[config.mk]
export PLATFORM = sky130hd
export DESIGN_NAME = alu_exec_unit
export DESIGN_NICKNAME = d
export VERILOG_FILES = /design/src/rtl/alu_exec_unit.sv
export SDC_FILE = /design/constraint.sdc
export NUM_CORES = 1
export LEC_CHECK = 0
export ABC_AREA = 1
export BUFFER_PORTS_ARGS = -buffer_cell sky130_fd_sc_hd__buf_2
export CORE_MARGIN = 8
export CORE_UTILIZATION = 38
export DETAILED_ROUTE_END_ITERATION = 16
export GPL_TIMING_DRIVEN = 0
export PLACE_DENSITY_LB_ADDON = 0.12
export RECOVER_POWER = 50
export SLEW_MARGIN = 20
export SYNTH_ARGS = -nofsm -noshare
export SYNTH_HDL_FRONTEND = slang
export SYNTH_SLANG_ARGS = --single-unit
[constraint.sdc]
create_clock -name clk -period 2.9 [get_ports clk]
set_clock_uncertainty 0.05 [all_clocks]
set_input_delay 0.435 -clock clk [delete_from_list [all_inputs] [get_ports clk]]
set_output_delay 0.435 -clock clk [all_outputs]
set_load 0.02 [all_outputs]
[src/rtl/alu_exec_unit.sv]
// rtl/alu_exec_unit.sv - execute-stage ALU with registered result and iterative multi-cycle shifter
module alu_exec_unit #(
    parameter int STEP = 1
) (
    input  logic        clk,
    input  logic        rst_n,
    input  logic        flush,
    input  logic        in_valid,
    output logic        in_ready,
    input  logic [5:0]  alu_ctrl,
    input  logic [31:0] op_a,
    input  logic [31:0] op_b,
    input  logic [4:0]  rd_in,
    output logic        out_valid,
    input  logic        out_ready,
    output logic [31:0] result,
    output logic        zero,
    output logic [4:0]  rd_out
);

    localparam logic [5:0] ADD_CTRL  = 6'b100000;
    localparam logic [5:0] SUB_CTRL  = 6'b100010;
    localparam logic [5:0] AND_CTRL  = 6'b100100;
    localparam logic [5:0] OR_CTRL   = 6'b100101;
    localparam logic [5:0] XOR_CTRL  = 6'b100110;
    localparam logic [5:0] SLT_CTRL  = 6'b101010;
    localparam logic [5:0] SLTU_CTRL = 6'b101011;
    localparam logic [5:0] SLL_CTRL  = 6'b000001;
    localparam logic [5:0] SRL_CTRL  = 6'b000010;
    localparam logic [5:0] SRA_CTRL  = 6'b000011;

    localparam logic [4:0] STEP_AMT = 5'(STEP);

    typedef enum logic [1:0] {
        IDLE  = 2'd0,
        SHIFT = 2'd1,
        HOLD  = 2'd2
    } state_t;

    state_t      state, state_n;
    logic [31:0] work, work_n;
    logic [4:0]  count, count_n;
    logic [5:0]  sh_op, sh_op_n;
    logic [4:0]  rd_q, rd_q_n;
    logic [31:0] result_n;
    logic        zero_n;
    logic [4:0]  rd_out_n;
    logic        out_valid_n;

    logic [31:0] alu_res;
    logic [31:0] shifted;
    logic [4:0]  step_k;
    logic [4:0]  shamt;
    logic        is_shift;
    logic        accept;

    assign shamt    = op_b[4:0];
    assign is_shift = (alu_ctrl == SLL_CTRL) || (alu_ctrl == SRL_CTRL) || (alu_ctrl == SRA_CTRL);
    assign in_ready = (state == IDLE) || ((state == HOLD) && out_ready);
    assign accept   = in_valid && in_ready && !flush;
    assign step_k   = (count < STEP_AMT) ? count : STEP_AMT;

    // Shift codes only reach this path with shamt==0, so they pass op_a through.
    always_comb begin
        alu_res = 32'd0;
        case (alu_ctrl)
            ADD_CTRL:  alu_res = op_a + op_b;
            SUB_CTRL:  alu_res = op_a - op_b;
            AND_CTRL:  alu_res = op_a & op_b;
            OR_CTRL:   alu_res = op_a | op_b;
            XOR_CTRL:  alu_res = op_a ^ op_b;
            SLT_CTRL:  alu_res = ($signed(op_a) < $signed(op_b)) ? 32'd1 : 32'd0;
            SLTU_CTRL: alu_res = (op_a < op_b) ? 32'd1 : 32'd0;
            SLL_CTRL,
            SRL_CTRL,
            SRA_CTRL:  alu_res = op_a;
            default:   alu_res = 32'd0;
        endcase
    end

    always_comb begin
        shifted = work;
        case (sh_op)
            SLL_CTRL: shifted = work << step_k;
            SRL_CTRL: shifted = work >> step_k;
            default:  shifted = $signed(work) >>> step_k;
        endcase
    end

    always_comb begin
        state_n     = state;
        work_n      = work;
        count_n     = count;
        sh_op_n     = sh_op;
        rd_q_n      = rd_q;
        result_n    = result;
        zero_n      = zero;
        rd_out_n    = rd_out;
        out_valid_n = out_valid;
        if (flush) begin
            state_n     = IDLE;
            out_valid_n = 1'b0;
            count_n     = 5'd0;
        end else if (state == SHIFT) begin
            work_n  = shifted;
            count_n = count - step_k;
            if (count == step_k) begin
                result_n    = shifted;
                zero_n      = (shifted == 32'd0);
                rd_out_n    = rd_q;
                out_valid_n = 1'b1;
                state_n     = HOLD;
            end
        end else begin
            if ((state == HOLD) && out_ready) begin
                out_valid_n = 1'b0;
                state_n     = IDLE;
            end
            // Accepting from HOLD reuses the IDLE path on the same edge.
            if (accept) begin
                if (is_shift && (shamt != 5'd0)) begin
                    work_n      = op_a;
                    count_n     = shamt;
                    sh_op_n     = alu_ctrl;
                    rd_q_n      = rd_in;
                    out_valid_n = 1'b0;
                    state_n     = SHIFT;
                end else begin
                    result_n    = alu_res;
                    zero_n      = (alu_res == 32'd0);
                    rd_out_n    = rd_in;
                    out_valid_n = 1'b1;
                    state_n     = HOLD;
                end
            end
        end
    end

    always_ff @(posedge clk or negedge rst_n) begin
        if (!rst_n) begin
            state     <= IDLE;
            work      <= 32'd0;
            count     <= 5'd0;
            sh_op     <= 6'd0;
            rd_q      <= 5'd0;
            result    <= 32'd0;
            zero      <= 1'b0;
            rd_out    <= 5'd0;
            out_valid <= 1'b0;
        end else begin
            state     <= state_n;
            work      <= work_n;
            count     <= count_n;
            sh_op     <= sh_op_n;
            rd_q      <= rd_q_n;
            result    <= result_n;
            zero      <= zero_n;
            rd_out    <= rd_out_n;
            out_valid <= out_valid_n;
        end
    end

endmodule

Yosys cells after proc, flatten, opt, wreduce, memory -nomap -nowiden
Index checks and enable logic that the tools add are counted.

operators by class
  multiplexer cells = 36
  shift operators = 3
  bitwise gates (word level) = 5
  $lt $le $gt $ge = 3
  eq/ne operators = 18
  add/subtract/negate cells = 3
  reductions and logical operators = 23

operator list
  operator              count
  $pmux W32 S8          1
  $mux W32              7
  $logic_not A32 Y1     2
  $lt A32 B32 Y1        2
  $pmux W32 S2          1
  $mux W5               9
  $eq A6 B6 Y1 const B  7
  $add A32 B32 Y32      1
  $and A32 B32 Y32      1
  $or A32 B32 Y32       1
  $shl A32 B5 Y32       1
  $shr A32 B5 Y32       1
  $sshr A32 B5 Y32      1
  $sub A32 B32 Y32      1
  $xor A32 B32 Y32      1
  $eq A6 B2 Y1 const B  3
  $eq A6 B1 Y1 const B  2
  $mux W1               12
  $mux W2               6
  $reduce_and A4 Y1     2
  $reduce_bool A3 Y1    2
  $eq A5 B5 Y1          1
  $lt A5 B1 Y1 const B  1
  $reduce_bool A5 Y1    1
  other kinds (16)      24

word-level totals
  input bits = 80
  register bits after elaboration = 89
  word-level logic and storage cells = 100
  output and inout bits = 40

Depth between registers and ports, before layout
Gate-level depths: netlist (run 1).

  depth in word-level cells = 8
  gate-level depth with buffers = 22
  gate-level depth less buffers = 21

Worst setup path after synthesis (run 1)
No wires, ideal clock.

  kind = input -> register
  start point = input port op_a[0]
  end point = register zero
  setup slack = 462 ps
  buffers on the path = 0
  arrival time = 2315 ps
  setup time = 73 ps
  data required time = 2777 ps
  stages = 20
  path through = inv_1 -> ha_1 -> fa_1 -> inv_1 -> nand2_1 -> nand3_1 -> nand2_1 -> nand2_2 -> nand2_1 -> nand2_1 -> nand2_1 -> nand2_1 -> nand2_1 -> nand3_1 -> nand2_1 -> nor2_1 -> nand3_1 -> nor2_1 -> nand4_1 -> a21oi_2

between the ends
  longest elaborated chain between the ends = 7
  elaborated cells between the ends (all ways) = 14
  those cells by class = 2 x add/sub; 2 x order compare; 6 x mux; 3 x bitwise; 1 x reduce/logical

RTL lines
  item                               line    text
  from (decl)                        11      input logic [31:0] op_a,
  $lt A32 B32 Y1 (on tied branches)  73, 72
  $mux W1 (on tied branches)         73, 72
  $pmux W32 S8 *                     66      case (alu_ctrl)
  $logic_not A32 Y1 *                130     zero_n = (alu_res == 32'd0);
  $mux W1 *                          121     if (is_shift && (shamt != 5'd0)) begin
  $mux W1 *                          120     if (accept) begin
  $mux W1 *                          104     end else if (state == SHIFT) begin
  to (signal assigned)               157     zero <= zero_n;
  to (decl)                          17      output logic zero,

Every way passes the cells marked *; elsewhere a longest branch is shown, timed or not. The select of a mux whose other input is x is not followed.
A chain may end at the register's enable or synchronous reset.

Worst setup path in the final report (run 1)
  start point = input port op_a[8]
  end point = register zero

Same word-level chain as after synthesis.

==> results of run 1 <==
==> kinds of logic (layout without fill, tap and decap cells) <==
kind of cell / count (synthesis) / in the layout
compound gates: 330 / 330
flops: 88 / 88
simple gates: 1024 / 1024
fa+ha+maj: 117 / 117
xor+xnor: 2 / 2
buf+inv: 475 / 614
==> synth_stat cells, types with 5 or more instances <==
library cell,count
nand3_1,139
dfrtp_1,88
ha_1,115
o21ai_0,79
clkbuf_1,14
nand3_2,6
nand2_2,11
inv_2,16
inv_1,382
buf_4,15
o221ai_1,14
nor2_2,18
o211ai_1,12
a31oi_1,32
nor3_1,19
o21ai_1,7
or2_2,19
nand4_1,17
o22ai_1,44
nand2_1,599
buf_2,35
buf_6,8
o21a_1,8
a22oi_1,7
a211oi_1,10
o21bai_1,7
a21oi_1,82
nor2_1,173
nor3_2,5
a21boi_0,20
==> through the flow <==
stage / setup slack (ns) / hold WS, ns
floorplan: 0.462 / 0.0894
global placement: -0.687 / 0.408
detailed placement: -0.651 / 0.290
CTS: 0.0000224 / 0.260
global route: -0.0125 / 0.289
finish: 0.0539 / 0.269
==> sequential cells by signal, indices dropped and copies added, names as in the netlist <==
signal	flops
result	32
work	32
sh_op	6
count	5
rd_out	5
rd_q	5
out_valid	1
state	1
zero	1
==> path summary, 6_finish.rpt <==
check	from	end	slack, ns	cells past startpoint
worst max-delay path	op_a[8]	zero$_DFFE_PN0P_	0.05	21
worst min-delay path	rd_in[2]	rd_q[2]$_DFFE_PN0P_	0.27	3
worst max register to register	sh_op[3]$_DFFE_PN0P_	zero$_DFFE_PN0P_	0.30	12
worst min register to register	rd_out[3]$_DFFE_PN0P_	rd_out[3]$_DFFE_PN0P_	0.43	2
max in group asynchronous	rst_n	result[23]$_DFFE_PN0P_	0.44	3
min in group asynchronous	rst_n	count[4]$_DFFE_PN0P_	1.05	2
==> layer usage <==
| layer | vias to the layer above | wire [um] | global-route usage [%] |
|---|---|---|---|
| met3 | 90 | 2850 | 3.02 |
| met2 | 436 | 24200 | 45.7 |
| met5 | - | 0 | 0 |
| met4 | 0 | 1940 | 9.61 |
| met1 | 6286 | 23000 | 34.5 |
| li1 | 6690 | - | - |
==> worst reg2reg max path: stages, from the launching register on <==
cell and delay [ns]:
dfrtp_1 0.39, nor2_2 0.14, nand4_2 0.34, inv_1 0.31, buf_2 0.30, a21oi_1 0.10, o21ai_0 0.10, nand2_1 0.08
nor3_1 0.15, nand4_1 0.12, nor2_1 0.20, a21oi_1 0.11, a21oi_2 0.14
==> cell type report <==
class	instances	area, um2
repair buffers	125	639
flip-flops and latches	88	2200
multi-input cells	1473	8270
plain buffers	74	454
fillers	3556	17400
inverters	399	1500
clock buffers	12	267
clock inverters	4	51.3
well taps	402	503
==> repair_timing <==
| item | CTS | global route |
|---|---|---|
| gates cloned | 0 | 0 |
| resized for setup | 24 | 100 |
| endpoints found under the setup margin | 1 | 9 |
| hold buffers | 1 | 0 |
| setup buffers | 2 | 2 |
| pin swaps | 1 | 6 |
| endpoints found under the hold margin | 30 | 0 |
==> where the power goes <==
group,internal [mW],switching [mW]
registers,1.50,0.209
logic,0.802,1.64
clock network,0.739,0.495
total,3.04,2.34
==> qor.csv, run 1 <==
stage;metric;value;unit
worst_setup_path;critPathMaxStageDelay;0.29;ns
final_layout;drive_gt1_share;16.2;%
synthesis;synth_warnings;0;
synthesis;syn_area;12000;um2
worst_setup_path;cp_max_fo;8;
placement;place_congestion;0.974;
synthesis;synth_edf_count;0;
global_route;grt_pass1_wl;77800;um
global_route;track_usage;26.8;%
worst_hold_path;hold_path.class;in -> reg;
detailed_routing;totalWireLength;51900;um
cts;cts_tree;yes;
cts;htreeDepth;3;
placement;dp_cells;2558;
run_status;violations;max-capacitance violations, max-slew violations;
worst_setup_path;cp-start-kind;input port;
cts;insertion_delay;0.34;ns
pwr;total_power;5.38;mW
synthesis;synth_simple_gate_area_share;36.3;%
job;drv_cap;1;
global_route;overflow;0;
worst_setup_path;slowest_stage;ha_1;
worst_setup_path;worst_path_most_repeated_cell;nand2_1;
pwr;pwr_density_cell;388;nW/um2
detailed_routing;drc;0;
synthesis;synthAdderAreaFrac;12.3;%
worst_setup_path;cp_top_family;simple AND/OR/NAND/NOR gates;
cts;clock_sinks;88;
detailed_routing;dr.pass1.iters;5;
detailed_routing;route.antenna.remaining_nets;0;
synthesis;synth_top_area_share;18.7;%
synthesis;muxShareOfSynthArea;0;%
timing;maxSlewViolCount;32;
timing;min_period_over_period;98.1;%
synthesis;synthCells;2036;
timing;fmax;0.351;GHz
synthesis;netlist_top_cells_area;nand2_1 19%, dfrtp_1 18%, ha_1 12%;
placement;post_dp_cell_area;13100;um2
cts;cts_max_path_buffers;2;
synthesis;synth_compound_area_share;16.7;%
worst_setup_path;required;3.12;ns
synthesis;synthArstFlopShare;100;%
detailed_routing;routedWlPerCell;20.1;um
timing;finalSetupTns;0;ns
final_layout;fin_cells;2577;
die;die_w;194;um
worst_setup_path;crit_buf_inv;5;
final_layout;layout_commonest_cell;nand2_1;
timing;hold_viol;0;
global_route;grt_max_degree;59;
run_status;status;finished, violations left;
synthesis;ys_ff_latch;88;
final_layout;finalCoreUtilization;44.3;%
global_route;antenna_found_initial;0;
timing;maxSlewHeadroom;-17.1;%
final_layout;diodes;0;
die;row_count;65;
timing;setup_violations;0;
die;die_h;194;um
worst_setup_path;cp_cell_sequence;buf_2, inv_1, ha_1, clkbuf_4, inv_1, nand2_1, nand2_1, nand2_1, nand2_1, inv_1, nand3_2, nand2_1, nand3_1, nand2_1, nand3_1, nand3_2, nor2_1, nand2_1, nor2_2, nand4_1, a21oi_2;
detailed_routing;routed_via_density;5.24;
die;start_util;38.3;%
worst_setup_path;setup.worst_path.end_class;flip-flop;
synthesis;synth_top_family_by_area;simple AND/OR/NAND/NOR gates;
synthesis;yosysTopAreaCell;nand2_1;
synthesis;synth_xor_area_share;0.146;%
timing;layout_min_cycle_time;2.85;ns
pwr;vdd_drop_max;309;uV
timing;max_slew.worst_pin.slew;1.76;ns
die;num_io_pins;120;
die;die_area;37500;um2
synthesis;ys.flop_type;dfrtp_1;
cts;root_buffer;clkbuf_16;
synthesis;yosysSeqAreaShare;18.3;%
final_layout;final_nets;2367;
cts;path_clk_slew;0.06;ns
final_layout;final_cell_mix;589 x nand2_1, 374 x inv_1, 144 x nor2_1;
detailed_routing;via_count;13502;
pwr;p_leak;7.66;nW
synthesis;ys_types;50;
die;coreArea;31300;um2
placement;dp_hpwl;43500;um
final_layout;stdcell_area;13900;um2
synthesis;synth_nets;2233;
detailed_routing;first_iter_violations;1092;
final_layout;area_delta_synth_final;15.6;%
cts;numCtsBuffers;9;
placement;io_buffers;119;
worst_setup_path;arrival;3.07;ns
synthesis;avgSynthCellArea;5.90;um2
global_route;grt_pass1_vias;13124;
worst_setup_path;critPathKind;in -> reg;
Note: power is estimated with default switching activity, not from simulation.
==> run 2: changes to the inputs <==
Settings changed: PLACE_DENSITY_LB_ADDON 0.12 to not set.
==> qor.csv, run 2 (synthesis gave the netlist of run 1 again) <==
stage;metric;value;unit;change
run_status;status;finished, violations left;;
run_status;violations;max-capacitance violations, max-slew violations;;
detailed_routing;totalWireLength;50600;um;-2.4%
timing;min_period_over_period;95.6;%;-2.6 points
pwr;power.internal;2.89;mW;-5.0%
worst_setup_path;arrival;3.01;ns;-0.06 ns
cts;root_buffer;clkbuf_16;;
die;coreArea;31300;um2;unchanged
global_route;overflow;0;;unchanged
cts;cts_tree;yes;;
timing;max_slew.worst_pin.slew;1.73;ns;-0.0278 ns
placement;dp_slack;-0.495;ns;+0.156 ns
placement;post_dp_cell_area;13100;um2;unchanged
worst_setup_path;cp_cell_sequence;buf_2, inv_1, nand2_1, nor2_1, nand2_1, buf_4, buf_4, o22ai_1, a211oi_1, nand3_1, nor2_1, nand2_1, nor2_2, nand4_1, a21oi_2;;
worst_setup_path;r2r_end;zero$_DFFE_PN0P_;;
worst_setup_path;cp-start-kind;input port;;
pwr;vdd_drop_max;298;uV;-3.4%
worst_setup_path;r2r_setup_slack;0.31;ns;about the same
placement;dp_hpwl;42100;um;-3.2%
detailed_routing;via_count;13643;;+1.0%
pwr;seqPwrFrac;32.4;%;+0.7 points
detailed_routing;routed_via_density;5.29;;+0.97%
detailed_routing;routedWlPerCell;19.6;um;-2.5%
timing;layout_min_cycle_time;2.77;ns;-0.0749 ns
placement;io_buffers;119;;unchanged
worst_hold_path;worstHoldStart;rd_in[0];;
final_layout;finalCoreUtilization;44.2;%;-0.14 points
placement;place_congestion;1.03;;+5.6%
final_layout;diodes;0;;unchanged
cts;htreeDepth;3;;unchanged
detailed_routing;drc;0;;unchanged
die;row_count;65;;unchanged
pwr;p_leak;7.63;nW;-0.39%
cts;cts_max_path_buffers;2;;unchanged
worst_setup_path;worst_path_most_repeated_cell;nand2_1;;
detailed_routing;first_iter_violations;1223;;+12%
cts;numCtsBuffers;9;;unchanged
global_route;grt_pass1_wl;76600;um;-1.6%
worst_setup_path;required;3.14;ns;+0.02 ns
global_route;grt_max_degree;61;;+3.4%
worst_setup_path;cp_max_fo;10;;+2
pwr;switching_share;45.3;%;+1.8 points
pwr;pwr-share-clk;21.6;%;-1.3 points
worst_setup_path;critPathMaxStageDelay;0.39;ns;+0.10 ns
global_route;grt_pass1_vias;12950;;-1.3%
cts;insertion_delay;0.36;ns;+0.02 ns
cts;path_clk_slew;0.08;ns;+0.02 ns
job;drv_cap;1;;unchanged
cts;clock_sinks;88;;unchanged
final_layout;final_nets;2369;;+0.084%
die;num_io_pins;120;;unchanged
timing;worst_slack;0.129;ns;+0.0749 ns
final_layout;final_cell_mix;581 x nand2_1, 370 x inv_1, 144 x nor2_1;;
die;start_util;38.3;%;unchanged
worst_setup_path;startpoint;alu_ctrl[0];;
pwr;pwr_density_cell;382;nW/um2;-1.6%
die;die_area;37500;um2;unchanged
final_layout;reg.largest.list;result (32), work (32), sh_op (6);;
die;die_h;194;um;unchanged
timing;fmax;0.361;GHz;+2.7%
timing;maxSlewViolCount;29;;-9.4%
final_layout;area_delta_synth_final;15.2;%;
worst_hold_path;whs_path_depth;3;;unchanged
final_layout;drive_gt1_share;16.4;%;+0.26 points
global_route;track_usage;26.2;%;-0.65 points
timing;setup_violations;0;;unchanged
die;die_w;194;um;unchanged
worst_setup_path;setup.worst_path.end_class;flip-flop;;
worst_hold_path;hold_path.class;in -> reg;;
detailed_routing;route.antenna.remaining_nets;0;;unchanged
worst_setup_path;r2r_cells;12;;unchanged
final_layout;layout_commonest_cell;nand2_1;;
worst_hold_path;holdPathEnd;rd_q[0]$_DFFE_PN0P_;;
timing;maxSlewHeadroom;-15.3;%;+1.9 points
timing;hold_viol;0;;unchanged
final_layout;stdcell_area;13800;um2;-0.32%
pwr;power.net_switching;2.39;mW;+2.1%
timing;finalSetupTns;0;ns;unchanged
detailed_routing;dr.pass1.iters;7;;+2
worst_setup_path;reg2reg_from;sh_op[3]$_DFFE_PN0P_;;
worst_setup_path;critPathKind;in -> reg;;
global_route;antenna_found_initial;0;;unchanged
pwr;pwr-share-comb;46.0;%;+0.7 points
worst_setup_path;slowest_stage;a211oi_1;;
run 2: changes by cell type in the layout (fill, tap and decap cells not counted), moves of 4 or more:
cell and change:
nand2_2 +8, nor2_2 -4, nand2_1 -8, inv_6 +4, inv_1 -4, nor2_4 +4
nand3_1 +5
run 2: per-stage QoR:
stage / power [mW] / instances / hold slack (ns)
global placement: 4.01 / 2557 / 0.412
floorplan: 3.24 / 2036 / 0.0894
detailed placement: 4.04 / 2558 / 0.281
global route: 5.63 / 2579 / 0.267
finish: 5.28 / 2579 / 0.249
CTS: 5.19 / 2576 / 0.246
run 2: worst max path at each step:
stage / slack (ns) / depth (start not counted) / to
detailed placement: -0.50 / 17 / zero$_DFFE_PN0P_
finish: 0.13 / 15 / zero$_DFFE_PN0P_
floorplan: 0.46 / 20 / zero$_DFFE_PN0P_
global route: -0.03 / 17 / zero$_DFFE_PN0P_
CTS: 0.004 / 19 / zero$_DFFE_PN0P_
global placement: -0.49 / 17 / zero$_DFFE_PN0P_
run 2: per-layer routing:
| metal | vias up | wire length, um | GRT usage [%] |
|---|---|---|---|
| met2 | 496 | 23500 | 44.2 |
| met3 | 92 | 2890 | 2.57 |
| met5 | - | 0 | 0 |
| met4 | 0 | 1650 | 8.89 |
| li1 | 6677 | - | - |
| met1 | 6378 | 22600 | 34.4 |
run 2: worst max-delay path: cells and delay by family:
kind,cells,cell delay (ns)
buf+inv,4,0.85
simple gates,8,1.07
compound gates,3,0.65
run 2: layout make-up:
type	count	area, um2
Buffer	75	459
Timing Repair Buffer	126	658
Tap cell	402	503
Clock inverter	7	52.6
Clock buffer	9	225
Inverter	399	1510
Sequential cell	88	2200
Fill cell	3491	17500
Multi-Input combinational cell	1473	8230
run 2: repair_timing:
action	4_1_cts	5_1_grt
hold endpoints to repair	28	0
cloned	0	0
hold buffers	1	0
pin swaps	1	12
setup buffers	1	4
endpoints found under the setup margin	1	7
gates resized for setup	13	113
run 2: power groups by stage:
stage               logic, mW  clock network [mW]  registers, mW
global route             2.70                1.19           1.74
floorplan                1.46                   0           1.78
global placement         2.30                   0           1.72
CTS                      2.33                1.15           1.70
finish                   2.43                1.14           1.71
detailed placement       2.32                   0           1.73
